--- config.mk ---
export PLATFORM = sky130hd
export DESIGN_NAME = byte_cmd_transmitter
export DESIGN_NICKNAME = d
export VERILOG_FILES = /design/src/rtl/byte_cmd_transmitter.sv
export SDC_FILE = /design/constraint.sdc
export NUM_CORES = 1
export LEC_CHECK = 0
export ABC_CLOCK_PERIOD_IN_PS = 4200
export BUFFER_PORTS_ARGS = -buffer_cell sky130_fd_sc_hd__buf_4
export CAP_MARGIN = 20
export CORE_AREA = 2 2 149 151
export DETAILED_ROUTE_END_ITERATION = 16
export DIE_AREA = 0 0 151 153
export PLACE_DENSITY = 0.86
export SETUP_SLACK_MARGIN = 0.1
export SLEW_MARGIN = 5
export SYNTH_ARGS = -nofsm -noshare
export SYNTH_HDL_FRONTEND = slang
export SYNTH_SLANG_ARGS = --single-unit
--- constraint.sdc ---
create_clock -name ClkIngress -period 4.2 [get_ports ClkIngress]
set_input_delay 0.84 -clock ClkIngress [delete_from_list [all_inputs] [get_ports ClkIngress]]
set_output_delay 0.84 -clock ClkIngress [all_outputs]
set_load 0.01 [all_outputs]
--- src/rtl/byte_cmd_transmitter.sv ---
// Queues 24-bit address / 32-bit data write commands and serializes each one as an
// 8-byte frame (0x01, address MSB first, data MSB first) under downstream throttling.
module byte_cmd_transmitter #(
  parameter int unsigned FIFO_DEPTH = 4,
  parameter int unsigned GAP_CYCLES = 0
) (
  input  logic        ClkIngress,
  input  logic        ARst,
  input  logic [23:0] WriteAddr,
  input  logic [31:0] WriteData,
  input  logic        WriteValid,
  output logic        WriteReady,
  input  logic        Rdyn,
  output logic [7:0]  Data,
  output logic        DataValid,
  output logic        Busy,
  output logic [15:0] FrameCount
);

  localparam int unsigned PtrW = (FIFO_DEPTH > 1) ? $clog2(FIFO_DEPTH) : 1;
  localparam int unsigned CntW = PtrW + 1;
  localparam logic [CntW-1:0] DepthC  = CntW'(FIFO_DEPTH);
  localparam logic [CntW-1:0] CntOne  = CntW'(1);
  localparam logic [PtrW-1:0] PtrOne  = PtrW'(1);
  localparam logic [7:0]      GapLast = (GAP_CYCLES > 0) ? 8'(GAP_CYCLES - 1) : 8'd0;

  typedef enum logic [1:0] {StIdle, StSend, StGap} state_e;

  state_e          r_state;
  state_e          w_state_next;
  logic [55:0]     r_mem [FIFO_DEPTH];
  logic [PtrW-1:0] r_wptr;
  logic [PtrW-1:0] r_rptr;
  logic [CntW-1:0] r_count;
  logic [63:0]     r_frame;
  logic [2:0]      r_idx;
  logic [7:0]      r_gap_cnt;
  logic [7:0]      r_data;
  logic            r_data_valid;
  logic [15:0]     r_frame_count;
  logic            w_push;
  logic            w_pop;
  logic            w_issue;

  // Readiness depends only on the current count: a same-cycle pop never frees a slot.
  assign WriteReady = (r_count < DepthC) && !ARst;
  assign w_push     = WriteValid && WriteReady;
  assign w_pop      = (r_state == StIdle) && (r_count != '0);
  assign w_issue    = (r_state == StSend) && !Rdyn;

  assign Data       = r_data;
  assign DataValid  = r_data_valid;
  assign FrameCount = r_frame_count;
  assign Busy       = (r_count != '0) || (r_state != StIdle);

  always_comb begin
    w_state_next = r_state;
    unique case (r_state)
      StIdle: if (r_count != '0) w_state_next = StSend;
      StSend: begin
        if (w_issue && (r_idx == 3'd7)) w_state_next = (GAP_CYCLES > 0) ? StGap : StIdle;
      end
      StGap:  if (r_gap_cnt == GapLast) w_state_next = StIdle;
      default: w_state_next = StIdle;
    endcase
  end

  always_ff @(posedge ClkIngress) begin
    if (ARst) r_state <= StIdle;
    else      r_state <= w_state_next;
  end

  always_ff @(posedge ClkIngress) begin
    if (w_push) r_mem[r_wptr] <= {WriteAddr, WriteData};
  end

  always_ff @(posedge ClkIngress) begin
    if (ARst) begin
      r_wptr        <= '0;
      r_rptr        <= '0;
      r_count       <= '0;
      r_frame       <= '0;
      r_idx         <= '0;
      r_gap_cnt     <= '0;
      r_data        <= '0;
      r_data_valid  <= 1'b0;
      r_frame_count <= '0;
    end else begin
      r_data_valid <= 1'b0;
      if (w_push) r_wptr <= r_wptr + PtrOne;
      if (w_pop) begin
        r_frame <= {8'h01, r_mem[r_rptr]};
        r_rptr  <= r_rptr + PtrOne;
        r_idx   <= '0;
      end
      if (w_push && !w_pop)      r_count <= r_count + CntOne;
      else if (w_pop && !w_push) r_count <= r_count - CntOne;
      // Frame shifts out MSB first; Data keeps the last byte while stalled.
      if (w_issue) begin
        r_data       <= r_frame[63:56];
        r_frame      <= {r_frame[55:0], 8'h00};
        r_data_valid <= 1'b1;
        r_idx        <= r_idx + 3'd1;
        if (r_idx == 3'd7) begin
          r_frame_count <= r_frame_count + 16'd1;
          r_gap_cnt     <= '0;
        end
      end
      if (r_state == StGap) r_gap_cnt <= r_gap_cnt + 8'd1;
    end
  end

endmodule

==> run metrics, run 1 <==
Worst EP required=3.36 ns; Clock Latency Late Sink=0.57 ns; ys async rst share=0%; Hold Path Class=reg -> reg; Setup TNS Final=0 ns; Site Rows=54; Lkg Pwr=4.877 nW; Setup Buffers After CTS=0; final setup fails=0; Avg Inst Size Synth=16.92 um2; ratio of cells with drive above 1 in the final layout=27.14%; Area Overhead vs Synth=17.12%; CTS Sinks=326; sequential area share after synthesis=72.67%; via count=6,544; Final GP Congestion=0.7432; num ports=87; full die area=0.02310 mm2; post-synthesis simple-gate area fraction=7.373%; Final #Nets=873; Power Density=595.6 mW/mm2; type of origin of the critical path=register; hold_buf cts=0; # fillers=1,401; EDFF count, synth=224; Mapped Nets=782; Yosys reg bits=326; compound-cell area share of the yosys netlist=5.662%; RSZ-0062 raised after global routing=false; count of warnings emitted by yosys=0; grt total ovfl=0; area share of fa/ha/maj cells after synthesis=0.9955%; Worst setup EP type=primary output; largest family of logic cells by synthesized area=multiplexers; number of buffers created by CTS=31; critical setup path kind=reg -> out; vias per cell=5.901; final hold violation count=0; Mapped Cells=713; worst rel slew slack=40.73%; DP HPWL=13,320 um; run status=complete, no violations; post-CTS sizing=0; clock slew seen by the registers of the worst setup and hold paths=0.06 ns; VDD IR max=404.0 uV; number of DRC markers in iteration 0=522; CTS Root Cell=clkbuf_16; synthesized cell area=0.01207 mm2; xor and xnor area share after synthesis=0.8711%; Max clock buf depth=3; die span in y=153 um; worst-margin pin slew=0.8891 ns; fin. max-slew vios=0; largest net degree at the start of global routing=57; starting density of the core=56.16%; Routed WL=23,770 um; CTS tree=built; first-pass GRT wire length=37,120 um; average routed wire per standard cell=21.43 um; CP Max Fanout=3; Max Fclk=414.9 MHz; vias in the first global route=6,756; count of cell types in the netlist=34; count of antenna-violating nets left after detailed routing=0; I/O Buffers=86; # diodes=0; worst clock skew=0.01361 ns; Max-cap violations=0; drt pass-1 iters=5; H-tree levels=1; Floorplan Core Area=0.02149 mm2; GRT Total Usage=20.90%; final critical-path share of the clock period=57.39%; Worst Path Arrival=1.57 ns; crit path time final=2.410 ns; # DRC=0; worst hold margin=0.4604 ns; Die W=151 um; initial antenna violation count=1; ys flop type=edfxtp_1; mux cell area share after synthesis=10.82%
[cell usage after synthesis (6+ instances only)]
library cell	instances	area share [%]
a21oi_1	33	1.4
nand3_1	18	0.75
inv_1	7	0.22
a221o_1	48	4.0
nand2_1	47	1.5
xnor2_1	9	0.65
and3_1	6	0.31
and2_1	48	2.5
clkbuf_1	26	0.81
ha_1	8	0.83
o21ai_0	6	0.25
nor3_1	8	0.33
or3_1	6	0.31
mux4_2	56	10
edfxtp_1	224	56
buf_2	11	0.46
nor2_1	21	0.65
dfxtp_1	102	17
[flip-flops by register name (all words and copies together), names as in the netlist, named ones only]
register	cells
Data	8
DataValid	1
FrameCount	16
r_count	3
r_frame	64
r_idx	3
r_mem	224
r_rptr	2
r_state	1
r_wptr	2
[layout by cell type, fill, tap and decap left out, types with 7 or more instances in the layout]
cell type	Yosys	layout
edfxtp_1	224	224
dfxtp_1	102	100
buf_4	0	99
mux4_2	56	56
and2_1	48	48
a221o_1	48	48
nand2_1	47	47
a21oi_1	33	33
clkbuf_16	0	32
nor2_1	21	19
nand3_1	18	18
xnor2_1	9	9
ha_1	8	8
inv_1	7	7
nor3_1	8	7
clkinv_2	0	7
[per-layer routing]
layer	global-route usage [%]	part of all wire, %	vias up
met5	0	0.055	-
met4	6.409	2.4	2
met3	3.970	5.9	48
met2	35.39	51	219
met1	27.63	41	3310
li1	-	-	2965
[final cells by class]
class / count / area, um2 / share of cell area (%)
Timing Repair Buffer: 99 / 743.2 / 5.259
Sequential cell: 326 / 8776 / 62.10
Multi-Input combinational cell: 339 / 3123 / 22.10
Clock buffer: 38 / 873.3 / 6.180
Clock inverter: 20 / 239.0 / 1.691
Tap cell: 280 / 350.3 / 2.479
Inverter: 7 / 26.28 / 0.1859
[critical path, cell delays in order, from the launching register on]
cell and delay [ns]:
dfxtp_1 0.35, nor3_1 0.34, nand2b_1 0.15, buf_4 0.17
[worst paths after layout]
path | from | end | slack [ns] | depth (start not counted)
max | r_count[0]$_SDFFE_PP0P_ | Busy | 1.79 | 3
min | Data[3]$_SDFFE_PP0P_ | Data[3]$_SDFFE_PP0P_ | 0.46 | 2
max reg2reg | register | r_frame[26]$_SDFFE_PP0P_ | 1.94 | 3
min reg2reg | Data[3]$_SDFFE_PP0P_ | Data[3]$_SDFFE_PP0P_ | 0.46 | 2
[cell families (layout without fill, tap and decap cells)]
kind of cell / Yosys count / count (layout)
DFF: 326 / 326
muxes: 60 / 60
and+or+nand+nor: 170 / 170
buffers and inverters: 48 / 164
xor gates and xnor gates: 12 / 12
AOI/OAI and AO/OA: 88 / 88
adders and majority gates: 9 / 9
[through the flow]
stage	instances	utilization [%]	area [um2]	total power, W	setup slack, ns
global route	1109	65.77	14130	0.008733	1.668
floorplan	713	-	12070	0.005067	1.229
CTS	1109	65.77	14130	0.008461	1.777
detailed placement	1051	60.59	13020	0.005522	1.381
finish	1109	65.77	14130	0.008417	1.790
global placement	1051	60.59	13020	0.005466	1.425
[report_power, final]
group	switching (W)	internal, W	total (W)
Sequential	0.000362	0.00384	0.00420
Combinational	0.000607	0.000664	0.00127
Clock	0.00120	0.00174	0.00294
Note: power is estimated with default switching activity, not from simulation.
==> run 2: changes to the inputs <==
ABC_AREA = 1   (was default)
ABC_CLOCK_PERIOD_IN_PS = 2350   (was 4200)
CORE_AREA = 2 2 158 160   (was 2 2 149 151)
DIE_AREA = 0 0 160 162   (was 0 0 151 153)
clock period = 2.35 ns   (was 4.2 ns; I/O delays follow)
==> run 2 against run 1 <==
  * First-iteration DRC count is 91% higher
  * Sequential share of layout area fell by 6.2 points
  * Hold slack got worse by 0.34 ns
  * Register-to-register slack worse by 1.5 ns
  * Synthesized cell count grew 100%
  * Worst setup slack worse by 1.4 ns
  * Via count up 50%
  * Combinational power grew to 3.5 times the previous value
  * Clock power grew 88%
  * Die area up 12%
  * Global-route usage rose by 1.8 points
  * Critical path type unchanged
  * Critical endpoint unchanged
  * Largest power group unchanged
  * Highest routed layer is now met4
==> run metrics, run 2 <==
run status=complete, no violations; CTS Root Cell=clkbuf_16; ratio of cells with drive above 1 in the final layout=12.03% (-15 points); synth cell count leaders=nand2_1 (535), edfxtp_1 (224), inv_1 (183); Avg Inst Size Synth=9.384 um2 (-45%); max reg flops=224 (unchanged); Floorplan Core Area=0.02411 mm2 (+12%); die span in y=162 um (+5.9%); num ports=87 (unchanged); EDFF count, synth=224 (unchanged); first-pass GRT wire length=47,410 um (+28%); Synth top area share=49.67% (-6.1 points); final critical-path share of the clock period=83.21%; Worst EP required=1.88 ns (-1.48 ns); critical setup path kind=reg -> out; CP Max Fanout=3 (unchanged); via count=9,831 (+50%); # fillers=1,766 (+26%); fin. max-slew vios=0 (unchanged); worst hold margin=0.1174 ns (-0.3430 ns); count of cell types in the netlist=28 (-18%); Max clock buf depth=3 (unchanged); clock slew seen by the registers of the worst setup and hold paths=0.07 ns (about the same); Lkg Pwr=6.953 nW (+43%); I/O Buffers=86 (unchanged); number of buffers created by CTS=31 (unchanged); Yosys reg bits=326 (unchanged); commonest non-fill, non-tap cell in the layout=nand2_1; final setup fails=0 (unchanged); CTS Sinks=326 (unchanged); Routed WL=29,540 um (+24%); post-layout util=65.06% (-0.71 points); ys async rst share=0% (unchanged); Clock Latency Late Sink=0.55 ns (-0.02 ns); Mapped Cells=1,443 (+100%); crit path time final=1.956 ns; Power Density=1099 mW/mm2 (+85%); drt pass-1 iters=5 (unchanged); Final GP Congestion=0.8341 (+12%); count of warnings emitted by yosys=0 (unchanged); Setup Buffers After CTS=0 (unchanged); DP HPWL=17,470 um (+31%); worst rel slew slack=56.04% (+15 points); VDD IR max=726.3 uV (+80%); worst clock skew=0.009558 ns (-0.004055 ns); Total Power=0.01724 W (+100%); count of antenna-violating nets left after detailed routing=0 (unchanged); non-filler cells, final=1,862 (+68%); RSZ-0062 raised after global routing=false; placed insts=1,805 (+72%); full die area=0.02592 mm2 (+12%); number of DRC markers in iteration 0=996 (+91%); GRT Total Usage=22.72% (+1.8 points); commonest non-fill, non-tap cells in the layout=nand2_1 (534), edfxtp_1 (224), inv_1 (183); Worst setup EP type=primary output; Setup TNS Final=0 ns (unchanged); Site Rows=57 (+5.6%); CTS tree=built; final hold violation count=0 (unchanged); vias in the first global route=9,836 (+46%); starting density of the core=56.18% (about the same); Largest Register=r_mem; top-count cell post-synth=nand2_1; Hold Path Class=in -> reg; Area Overhead vs Synth=15.82%; H-tree levels=1 (unchanged); Synth area leader=edfxtp_1; worst-margin pin slew=0.6586 ns (-0.2305 ns); sequential area share after synthesis=64.75% (-7.9 points); vias per cell=5.280 (-11%); Max Fclk=511.4 MHz; Die W=160 um (+6.0%); # diodes=0 (unchanged); type of origin of the critical path=register; largest cells by area after synthesis=edfxtp_1 (50%), dfxtp_1 (15%), nand2_1 (15%); synthesized cell area=0.01354 mm2 (+12%); post-CTS sizing=0 (unchanged); Worst Path Arrival=1.49 ns (-0.08 ns); # DRC=0 (unchanged); hold_buf cts=0 (unchanged); ys flop type=edfxtp_1; average routed wire per standard cell=15.86 um (-26%); Mapped Nets=1,512 (+93%); grt total ovfl=0 (unchanged); Final #Nets=1,583 (+81%); initial antenna violation count=0 (-1); largest net degree at the start of global routing=78 (+37%); Max-cap violations=0 (unchanged)
==> run 2: cell count changes after synthesis, moves of 9 or more <==
cell / previous run / this run
clkbuf_1: 26 / 8
nand2_1: 47 / 535
mux4_2: 56 / 0
xnor2_1: 9 / 0
inv_1: 7 / 183
a221o_1: 48 / 0
o21ai_0: 6 / 17
o21ai_1: 0 / 34
and2_1: 48 / 0
nor2_1: 21 / 68
buf_2: 11 / 39
a21oi_1: 33 / 21
nand3_1: 18 / 151
==> run 2: worst paths after layout <==
| path | from | slack [ns] | end | cells after the start |
|---|---|---|---|---|
| setup / recovery | r_count[0]$_SDFFE_PP0P_ | 0.39 | Busy | 5 |
| hold / removal | WriteData[19] | 0.12 | r_mem[3][19]$_DFFE_PP_ | 1 |
| setup reg to reg | r_count[2]$_SDFFE_PP0P_ | 0.48 | r_count[2]$_SDFFE_PP0P_ | 11 |
| hold reg to reg | r_frame[53]$_SDFFE_PP0P_ | 0.46 | r_frame[61]$_SDFFE_PP0P_ | 2 |
==> run 2: final cells by class <==
class	instances	area [um2]	share of cell area (%)
flip-flops and latches	326	8773	55.94
multi-input cells	859	3720	23.72
repair buffers	106	920.9	5.872
clock buffers	33	803.3	5.122
inverters	190	715.7	4.563
well taps	324	405.4	2.585
clock inverters	24	345.3	2.202
==> run 2: routing by layer <==
layer / vias up / track usage [%] / part of all wire, %
met2: 386 / 41.58 / 52
met1: 4642 / 27.24 / 39
li1: 4747 / - / -
met4: 0 / 7.617 / 2.1
met5: - / 0 / 0
met3: 56 / 4.060 / 6.8
==> run 2: where the power goes <==
group,internal [W],leakage [nW],switching (W)
clock network,0.00337,0.561,0.00216
registers,0.00680,2.87,0.000426
logic,0.00145,3.53,0.00304
==> run 2: logic make-up after synthesis <==
family                     Yosys count  share of synthesized area [%]
and+or+nand+nor                    767                          23.03
DFF                                326                          64.75
buffers and inverters              258                          8.112
AOI/OAI and AO/OA                   81                          3.086
adders and majority gates            9                         0.8870
xor gates and xnor gates             2                         0.1294
==> run 2: metrics by stage <==
| step | area [um2] | setup slack [ns] |
|---|---|---|
| 2_1_floorplan | 13590 | 0.1619 |
| 3_3_place_gp | 14540 | 0.2573 |
| 3_5_place_dp | 14540 | 0.2109 |
| 4_1_cts | 15680 | 0.3927 |
| 5_1_grt | 15680 | 0.3009 |
| 6_report | 15680 | 0.3945 |
==> run 2: worst max-delay path, cell delays in order (launching register included) <==
cell	delay, ns
dfxtp_1	0.34
inv_1	0.09
nand3_1	0.11
nor2_1	0.15
inv_1	0.09
buf_4	0.15
